[config.mk]
export PLATFORM = sky130hd
export DESIGN_NAME = int_arbiter
export DESIGN_NICKNAME = d
export VERILOG_FILES = /design/src/rtl/int_arbiter.sv
export SDC_FILE = /design/constraint.sdc
export NUM_CORES = 1
export LEC_CHECK = 0
export ABC_AREA = 1
export BUFFER_PORTS_ARGS = -buffer_cell sky130_fd_sc_hd__buf_2
export CAP_MARGIN = 20
export CORE_AREA = 2 2 39 41
export DETAILED_ROUTE_END_ITERATION = 8
export DIE_AREA = 0 0 41 43
export SLEW_MARGIN = 20
export SYNTH_ARGS = -nofsm -noshare
export SYNTH_HDL_FRONTEND = slang
export SYNTH_SLANG_ARGS = --single-unit
[constraint.sdc]
create_clock -name clk -period 1.1 [get_ports clk]
set_input_delay 0.165 -clock clk [delete_from_list [all_inputs] [get_ports clk]]
set_output_delay 0.165 -clock clk [all_outputs]
set_load 0.02 [all_outputs]
[src/rtl/int_arbiter.sv]
// int_arbiter: captures source request edges into pending bits, arbitrates among enabled ones and runs the CPU claim/complete handshake.
// Define INT_ARBITER_RR_EN for round-robin arbitration; otherwise fixed priority with index 0 highest.
module int_arbiter #(
    parameter int NUM_SRC = 2,
    parameter int ID_W    = 1
) (
    input  logic               clk,
    input  logic               rstn,
    input  logic [NUM_SRC-1:0] src_irq,
    output logic [NUM_SRC-1:0] src_ack,
    input  logic [NUM_SRC-1:0] irq_en,
    input  logic               glb_en,
    output logic               cpu_irq,
    output logic [ID_W-1:0]    cpu_irq_id,
    input  logic               cpu_claim,
    input  logic               cpu_complete,
    output logic               busy,
    output logic [NUM_SRC-1:0] pending
);
    typedef enum logic [1:0] {IDLE, REQ, SERVICE} state_t;
    state_t             r_state;
    logic [NUM_SRC-1:0] r_src_d;
    logic [NUM_SRC-1:0] w_elig;
    logic [NUM_SRC-1:0] w_sel;
    logic [NUM_SRC-1:0] w_clr;
    logic [ID_W-1:0]    w_win;
    logic               w_claim;

    assign w_elig  = pending & irq_en & {NUM_SRC{glb_en}};
    assign w_claim = (r_state == REQ) && cpu_claim;
    assign w_sel   = NUM_SRC'(1) << cpu_irq_id;
    assign w_clr   = w_claim ? w_sel : '0;

`ifdef INT_ARBITER_RR_EN
    logic [ID_W-1:0] r_last;
    logic            w_found;

    // Search starts just past the last claimed source and wraps.
    always_comb begin
        w_win   = '0;
        w_found = 1'b0;
        for (int k = 0; k < NUM_SRC; k++)
            if (!w_found && w_elig[(int'(r_last) + 1 + k) % NUM_SRC]) begin
                w_win   = ID_W'((int'(r_last) + 1 + k) % NUM_SRC);
                w_found = 1'b1;
            end
    end

    always_ff @(posedge clk or negedge rstn)
        if (!rstn)
            r_last <= ID_W'(NUM_SRC - 1);
        else if (w_claim)
            r_last <= cpu_irq_id;
`else
    always_comb begin
        w_win = '0;
        for (int k = NUM_SRC - 1; k >= 0; k--)
            if (w_elig[k])
                w_win = ID_W'(k);
    end
`endif

    always_ff @(posedge clk or negedge rstn) begin
        if (!rstn) begin
            r_state    <= IDLE;
            r_src_d    <= '0;
            pending    <= '0;
            src_ack    <= '0;
            cpu_irq    <= 1'b0;
            cpu_irq_id <= '0;
            busy       <= 1'b0;
        end else begin
            r_src_d <= src_irq;
            // A new edge outranks a same-cycle claim clear on the same bit.
            pending <= (pending & ~w_clr) | (src_irq & ~r_src_d);
            src_ack <= '0;
            case (r_state)
                IDLE:
                    if (|w_elig) begin
                        cpu_irq_id <= w_win;
                        cpu_irq    <= 1'b1;
                        r_state    <= REQ;
                    end
                REQ:
                    if (cpu_claim) begin
                        src_ack <= w_sel;
                        cpu_irq <= 1'b0;
                        busy    <= 1'b1;
                        r_state <= SERVICE;
                    end else if (!w_elig[cpu_irq_id]) begin
                        cpu_irq <= 1'b0;
                        r_state <= IDLE;
                    end
                SERVICE:
                    if (cpu_complete) begin
                        busy    <= 1'b0;
                        r_state <= IDLE;
                    end
                default: r_state <= IDLE;
            endcase
        end
    end
endmodule
# ---- Word level (Yosys, flattened, before mapping)
# Cells that the tools add are included.
# Widths: inputs -> output; s select.
dict set report word_totals {
  reg_bits 11
  out_inout_bits 7
  latch_bits 0
  mem_bits_ro 0
  elab_cells 50
  memories 0
  ram_bits 0
  inputBits 9
}
dict set report classes {
  n_bitwise 7
  n_addsub 0
  n_div 0
  multipliers 0
  n_eq_ne 6
  n_shift 1
  n_mux 19
  n_reduce_logical 9
  order_cmp 1
}
# op count
set op_table {}
lappend op_table {{$mux 2} 7}
lappend op_table {{$mux 1} 9}
lappend op_table {{$reduce_and 3->1} 3}
lappend op_table {{$and 2x2->2} 4}
lappend op_table {{$ne 2x2->1 const B} 3}
lappend op_table {{$pmux 2 s3} 1}
lappend op_table {{$not 2->2} 2}
lappend op_table {{$pmux 1 s2} 2}
lappend op_table {{$reduce_bool 2->1} 2}
lappend op_table {{$ne 3x3->1 const B} 1}
lappend op_table {{$eq 2x1->1 const B} 1}
lappend op_table {{$eq 2x2->1 const B} 1}
lappend op_table {{$logic_not 2->1} 1}
lappend op_table {{$lt 1x2->1 const B} 1}
lappend op_table {{$or 2x2->2} 1}
lappend op_table {{$reduce_and 2->1} 1}
lappend op_table {{$reduce_or 2->1} 1}
lappend op_table {{$shl 1x1->2 const A} 1}
lappend op_table {{$logic_and 1x1->1} 1}

# ---- Logic depth before layout (Yosys ltp)
# Gate-level depths: netlist of run 1.
dict set report logic_depth {
  depth_word 7
  ltp_mapped 7
  ltp_nobuf 7
}

# ---- Least setup slack after synthesis of run 1
# OpenSTA, ideal clock, no wires.
dict set report synth_path {
  path_kind {register -> register}
  from {reg pending[0]}
  to {reg cpu_irq}
  path_stages_with_launch 8
  arrival_time_ns 0.911
  synth_period_minus_slack_ns 1.031
  n_path_buf 0
  required_ns 0.981
  slack_ns 0.069
  setup_ns 0.119
  path_cell_list {dfrtp_1 > nand3_1 > nand2_1 > nand2_1 > nand2_1 > nand2_1 > nand2_1 > nand2_1}
}
dict set report synth_between {
  elab_chain_cells 6
  word_cells_on_any_way 8
  classes_between {2 x eq/ne; 2 x mux; 2 x bitwise; 2 x reduce/logical}
}
# item line
set synth_lines {}
lappend synth_lines {{start: declaration} 18} ;# output logic [NUM_SRC-1:0] pending
lappend synth_lines {{start signal: assignment} 75} ;# pending <= (pending & ~w_clr) | (src_irq & ~r_src_d);
lappend synth_lines {{$and 2x2->2 * (2 in series)} 29} ;# assign w_elig = pending & irq_en & {NUM_SRC{glb_en}};
lappend synth_lines {{$mux 1 (not written as such) (2 in series)} 90} ;# end else if (!w_elig[cpu_irq_id]) begin
lappend synth_lines {{$ne 3x3->1 (no source line)} n/a}
lappend synth_lines {{$reduce_and 3->1 (no source line) *} n/a}
lappend synth_lines {{end signal: assignment} 81} ;# cpu_irq <= 1'b1;
lappend synth_lines {{end signal: assignment} 87} ;# cpu_irq <= 1'b0;
lappend synth_lines {{end signal: assignment} 91} ;# cpu_irq <= 1'b0;
lappend synth_lines {{end: declaration} 13} ;# output logic cpu_irq,
# Every way passes the cells marked *; elsewhere a longest branch is shown, timed or not. The select of a mux whose other input is x is not followed.
# A chain may end at the register's enable or synchronous reset.

# ---- Worst setup path after layout of run 1
dict set report layout_path {
  from {reg cpu_irq_id}
  to {out cpu_irq_id}
}
# item line
set layout_lines {}
lappend layout_lines {{start: declaration} 14} ;# output logic [ID_W-1:0] cpu_irq_id,
lappend layout_lines {{start signal: assignment} 80} ;# cpu_irq_id <= w_win;
# No word-level cell between the ends.

==> flow_summary.yaml, run 1 <==
clock_network:
  cts_inserted_buffers: 3
  clock_latency_ns: 0.27
  cts_tree: "yes"
  cts_max_level: 1
  ctsRootBufferMaster: "clkbuf_4"
  clk_pin_slew_ns: 0.06
  post-cts-setup-buffer-count: 0
  cts.sinks: 11
  clock_path_buffers: 2
  cts_resized: 0
logic_synthesis:
  syn_nets: 53
  synth.distinct_cells: 8
  ys.flop_type: "dfrtp_1"
  ys_ff_latch: 11
  ys.warnings.count: 0
  avgSynthCellArea_um2: 9.498
  yosysMostFrequentCell: "nand2_1"
  synth_common_cells: "nand2_1 (14), dfrtp_1 (11), o21ai_0 (5)"
  synthArstFlopShare_pct: 100.0
  yosys.area.top_type: "dfrtp_1"
  synthesis.area_um2: 417.9
  yosysSeqAreaShare_pct: 65.87
  synth_top_area_share_pct: 65.87
  netlist_instances: 44
  synth.area.top_cells: "dfrtp_1 (66%), nand2_1 (13%), o21ai_0 (6.0%)"
  synth_edf_count: 0
worst_setup_path:
  crit_chain: "buf_2"
  max_stage_delay_ns: 0.43
  worst_path_max_delay_cell: "dfrtp_1"
  critPathKind: "flip-flop to output port"
  crit_buf_inv: 1
  worstPathRequired_ns: 0.94
  crit_cells: 1
  cp_data_arrival_time_ns: 0.90
  end_kind: "output port"
  cpLargestDelayFamily: "flip-flops"
  crit_fanout: 6
  reg2reg_slack_ns: 0.05
  reg2reg_depth: 6
  cp-start-kind: "flip-flop"
placement:
  preCtsSetupSlack_ns: 0.07599
  hpwlAfterDp_um: 615.4
  gp_congestion: 0.8124
  port_buffers: 15
  place_area_um2: 520.5
  place.detailed.instances: 76
routing:
  dr.pass1.iters: 4
  wl_um: 824
  drc: 0
  post_drt_wl_per_cell_um: 10.05
  drt_iter0_drc: 5
  vias: 369
  via_per_inst: 4.500
  ant_nets: 0
sta:
  timing_hold_violations_final: 0
  fin_ws_ns: 0.03993
  post-route-period-util_pct: 96.37
  worstMarginPinSlew_ns: 0.2383
  fmax_mhz: 943.3
  period_needed_ns: 1.060
  maxSlewViolCount: 0
  setup_violations: 0
  max_slew_margin_pct: 84.11
  tns_ns: 0
  rsz0062_at_grt: "yes"
  finClkSkew_ns: 0.003320
power:
  power.density_nw_per_um2: 2556
  p_seq_share_pct: 44.2
  p_sw_share_pct: 39.99
  p_switching_w: 0.0005794
  ir_drop_mv: 1.166
  pwr-share-comb_pct: 37.0
  clockPowerShare_pct: 18.7
  leakage_nw: 0.3050
  p_int_w: 0.0008693
die:
  dieArea_um2: 1763
  chipWidth_um: 41
  initial_utilization_pct: 30.20
  core-area_um2: 1384
  fp.dieH_um: 43
  row_count: 14
  io-pin-count: 16
cells_and_area:
  nets: 76
  post-route-util_pct: 40.96
  area_growth_pct: 35.63
  fin_area_um2: 566.8
  drive_gt1_share_pct: 28.79
  layout.cells.non_filler: 82
  diodes: 0
global_routing:
  grt_pass1_wl_um: 1269
  overflow: 0
  grt_usage_pct: 12.09
  antenna_found_initial: 0
  grt_pass1_vias: 325
  grt_max_degree: 12
status:
  outcome: "complete, no violations"
flow_run:
  drv_cap: 0
hold_path:
  hold_class: "input port to flip-flop"
  worstHoldPathCells: 1
path summary, 6_finish.rpt:
path                            start          to
setup / recovery           cpu_irq_id  cpu_irq_id
hold / removal             src_irq[1]  r_src_d[1]
setup reg to reg           r_state[0]     cpu_irq
hold reg to reg            r_src_d[1]  pending[1]
max in group asynchronous        rstn  r_src_d[0]
min in group asynchronous        rstn  src_ack[1]
power groups by stage:
| stage | combinational, W | clock [W] | sequential, W |
|---|---|---|---|
| after global routing | 0.000594 | 0.000314 | 0.000657 |
| final | 0.000537 | 0.000271 | 0.000641 |
| after CTS | 0.000537 | 0.000286 | 0.000642 |
| after floorplan | 0.000226 | 0 | 0.000752 |
| after global placement | 0.000525 | 0 | 0.000645 |
| after detailed placement | 0.000532 | 0 | 0.000651 |
cells in the final DEF (no fill, tap or decap):
cell type and n:
buf_2 15, buf_4 1, clkbuf_1 1, clkbuf_4 3, dfrtp_1 11, dlygate4sd3_1 2, inv_1 4, nand2_1 14
nand3_1 4, nand3b_1 1, nor2_1 4, o21ai_0 5, o31ai_1 1
registers in the layout, indices dropped and copies added (netlist names):
name,flops
busy,1
cpu_irq,1
cpu_irq_id,1
pending,2
r_src_d,2
r_state,2
src_ack,2
metal layers:
layer	vias to the layer above	global-route usage, %	share of wire (%)	wire length (µm)
li1	184	-	-	-
met1	160	12.04	41	334
met2	20	15.63	45	368
met3	5	9.424	11	91
met4	0	10.00	3.5	29
met5	-	0	0	0
per-stage QoR:
stage / hold WS [ns] / power, W
after global placement: 0.04598 / 0.001170
after global routing: 0.003988 / 0.001566
after CTS: 0.0008107 / 0.001466
final: 0.01014 / 0.001449
after floorplan: -0.1306 / 0.0009779
after detailed placement: 0.04647 / 0.001183
timing repair:
action,4_1_cts,5_1_grt
setup endpoints to repair,0,3
hold buffers,1,1
hold endpoints to repair,11,1
cell families (layout without fill, tap and decap cells):
kind of cell    Yosys count  in the layout  synth area share, %
buf+inv                   4             26                3.592
simple gates             23             23                22.75
compound gates            6              6                7.784
flops                    11             11                65.87
cell type report:
type                       count  area, µm²
fill                         137      817.0
sequential                    11      275.3
multi-input combinational     29      127.6
timing repair buffer          18      102.6
clock buffer                   4      26.28
tap                           16      20.02
inverter                       4      15.01
Note: power is estimated with default switching activity, not from simulation.
==> run 2, diff against run 1 <==
--- a/config.mk
+++ b/config.mk
@@ -6,11 +6,11 @@
 export NUM_CORES = 1
 export LEC_CHECK = 0
 export ABC_AREA = 1
-export BUFFER_PORTS_ARGS = -buffer_cell sky130_fd_sc_hd__buf_2
 export CAP_MARGIN = 20
 export CORE_AREA = 2 2 39 41
 export DETAILED_ROUTE_END_ITERATION = 8
 export DIE_AREA = 0 0 41 43
+export DONT_BUFFER_PORTS = 1
 export SLEW_MARGIN = 20
 export SYNTH_ARGS = -nofsm -noshare
 export SYNTH_HDL_FRONTEND = slang
==> constraint.sdc (replaced) <==
create_clock -name clk -period 1.2 [get_ports clk]
set_input_delay 0.18 -clock clk [delete_from_list [all_inputs] [get_ports clk]]
set_output_delay 0.18 -clock clk [all_outputs]
set_load 0.02 [all_outputs]
==> run 2 against run 1 <==
Critical path depth increased by 3; wire length unchanged; combinational power decreased by 26%; global-route usage increased by 0.58 points; core utilization decreased by 2.9 points; first-iteration DRC count decreased by 40%; sequential cell count unchanged; highest routed layer unchanged; clock power decreased by 4%; non-clock buffer count decreased by 11; worst hold slack improved by 0.034 ns; clock-buffer cell count unchanged; via count decreased by 13%; largest cell class unchanged.
==> flow_summary.yaml, run 2 (synthesized netlist as in run 1, its figures left out) <==
status:
  outcome: "complete, no violations"
cells_and_area:
  area_growth_pct: 26.05
  diodes: 0
  drive_gt1_share_pct: 10.91
  final_common_cell: "nand2_1"
  final_cell_mix: "nand2_1 (14), dfrtp_1 (11), o21ai_0 (5)"
  nets: 65
worst_setup_path:
  critPathKind: "flip-flop to flip-flop"
  r2r_end: "pending[1]"
  worst_path_max_delay_cell: "dfrtp_1"
  crit_chain: "inv_1 -> nand3_1 -> o21ai_0 -> o21ai_0"
  end_kind: "flip-flop"
  crit_fanout: 6
  reg2reg_depth: 4
  worstPathRequired_ns: 1.35
  worst_path_most_repeated_cell: "o21ai_0"
  cp_data_arrival_time_ns: 1.22
  max_stage_delay_ns: 0.40
  reg2reg_slack_ns: 0.13
  reg2reg_from: "r_state[1]"
  crit_buf_inv: 1
  cp-start-kind: "flip-flop"
  cpLargestDelayFamily: "flip-flops"
die:
  core-area_um2: 1384
  dieArea_um2: 1763
  fp.dieH_um: 43
  io-pin-count: 16
  initial_utilization_pct: 30.20
  chipWidth_um: 41
  row_count: 14
global_routing:
  grt_pass1_vias: 324
  grt_usage_pct: 12.68
  grt_use_met3_pct: 6.806
  grt_max_degree: 12
  antenna_found_initial: 0
  gr-max-usage-layer: "met2"
  overflow: 0
  grt.met2_usage_pct: 15.63
  grt_pass1_wl_um: 1317
  met1_usage_pct: 14.62
sta:
  worstMarginPinSlew_ns: 0.4919
  max_slew_margin_pct: 67.10
  post-route-period-util_pct: 88.96
  period_needed_ns: 1.068
  timing_hold_violations_final: 0
  finClkSkew_ns: 0.001824
  fin_ws_ns: 0.1324
  fmax_mhz: 936.7
  maxSlewViolCount: 0
  rsz0062_at_grt: "no"
  tns_ns: 0
  setup_violations: 0
clock_network:
  clk_pin_slew_ns: 0.07
  ctsRootBufferMaster: "clkbuf_4"
  clock_path_buffers: 2
  cts_inserted_buffers: 3
  cts_resized: 0
  clock_latency_ns: 0.27
  cts_max_level: 1
  cts_tree: "yes"
  cts.sinks: 11
routing:
  drt_iter0_drc: 3
  via_per_inst: 4.507
  drc: 0
  post_drt_wl_per_cell_um: 11.61
  dr.pass1.iters: 3
  ant_nets: 0
  vias: 320
  wl_um: 824
hold_path:
  hold_start: "src_irq[1]"
  worstHoldEndpoint: "pending[1]"
  worstHoldPathCells: 2
  hold_class: "input port to flip-flop"
power:
  leakage_nw: 0.2628
  ir_drop_mv: 0.7557
  power.density_nw_per_um2: 2468
placement:
  hpwlAfterDp_um: 611.5
  preCtsSetupSlack_ns: 0.1391
  gp_congestion: 0.7240
  port_buffers: 0
flow_run:
  drv_cap: 0
-- run 2: worst max-delay path by stage --
stage,from,endpoint,slack [ns],cells past startpoint
after global placement,r_state[1],pending[1],0.16,4
final,r_state[1],pending[1],0.13,4
after CTS,r_state[1],pending[1],0.13,4
after detailed placement,r_state[1],pending[1],0.14,4
after floorplan,pending[0],cpu_irq,0.17,7
after global routing,r_state[1],pending[0],0.002,4
-- run 2: area by class of cell --
type / instances / area, µm²
fillers: 145 / 857.1
flip-flops and latches: 11 / 275.3
multi-input cells: 29 / 127.6
repair buffers: 7 / 62.56
clock buffers: 4 / 26.28
well taps: 16 / 20.02
inverters: 4 / 15.01
-- run 2: routing by layer --
layer	wire length, µm	share of wire (%)
met5	0	0
met1	346	42
met4	33	4.0
met3	57	6.9
met2	386	47
-- run 2: through the flow --
step	total power, W	instance area, µm²	cells	hold slack, ns	util, %
after floorplan	0.0008964	417.9	44	-0.1156	-
after global placement	0.001034	460.4	63	-0.1154	33.27
after detailed placement	0.001040	460.4	63	-0.1153	33.27
after CTS	0.001318	526.8	71	0.04471	38.07
after global routing	0.001417	526.8	71	0.04383	38.07
final	0.001300	526.8	71	0.04446	38.07
-- run 2: report_power, final --
part	switching [W]	total, W	internal (W)	leakage, nW
combinational	0.000246	0.000399	0.000154	0.116
clock	0.000131	0.000260	0.000129	0.0150
sequential	0.000147	0.000641	0.000493	0.131
total	0.000524	0.00130	0.000776	0.263
-- run 2: repair_timing --
item	4_1_cts	5_1_grt
endpoints found under the setup margin	0	0
buffers inserted	0	0
hold buffers	4	0
endpoints found under the hold margin	14	0
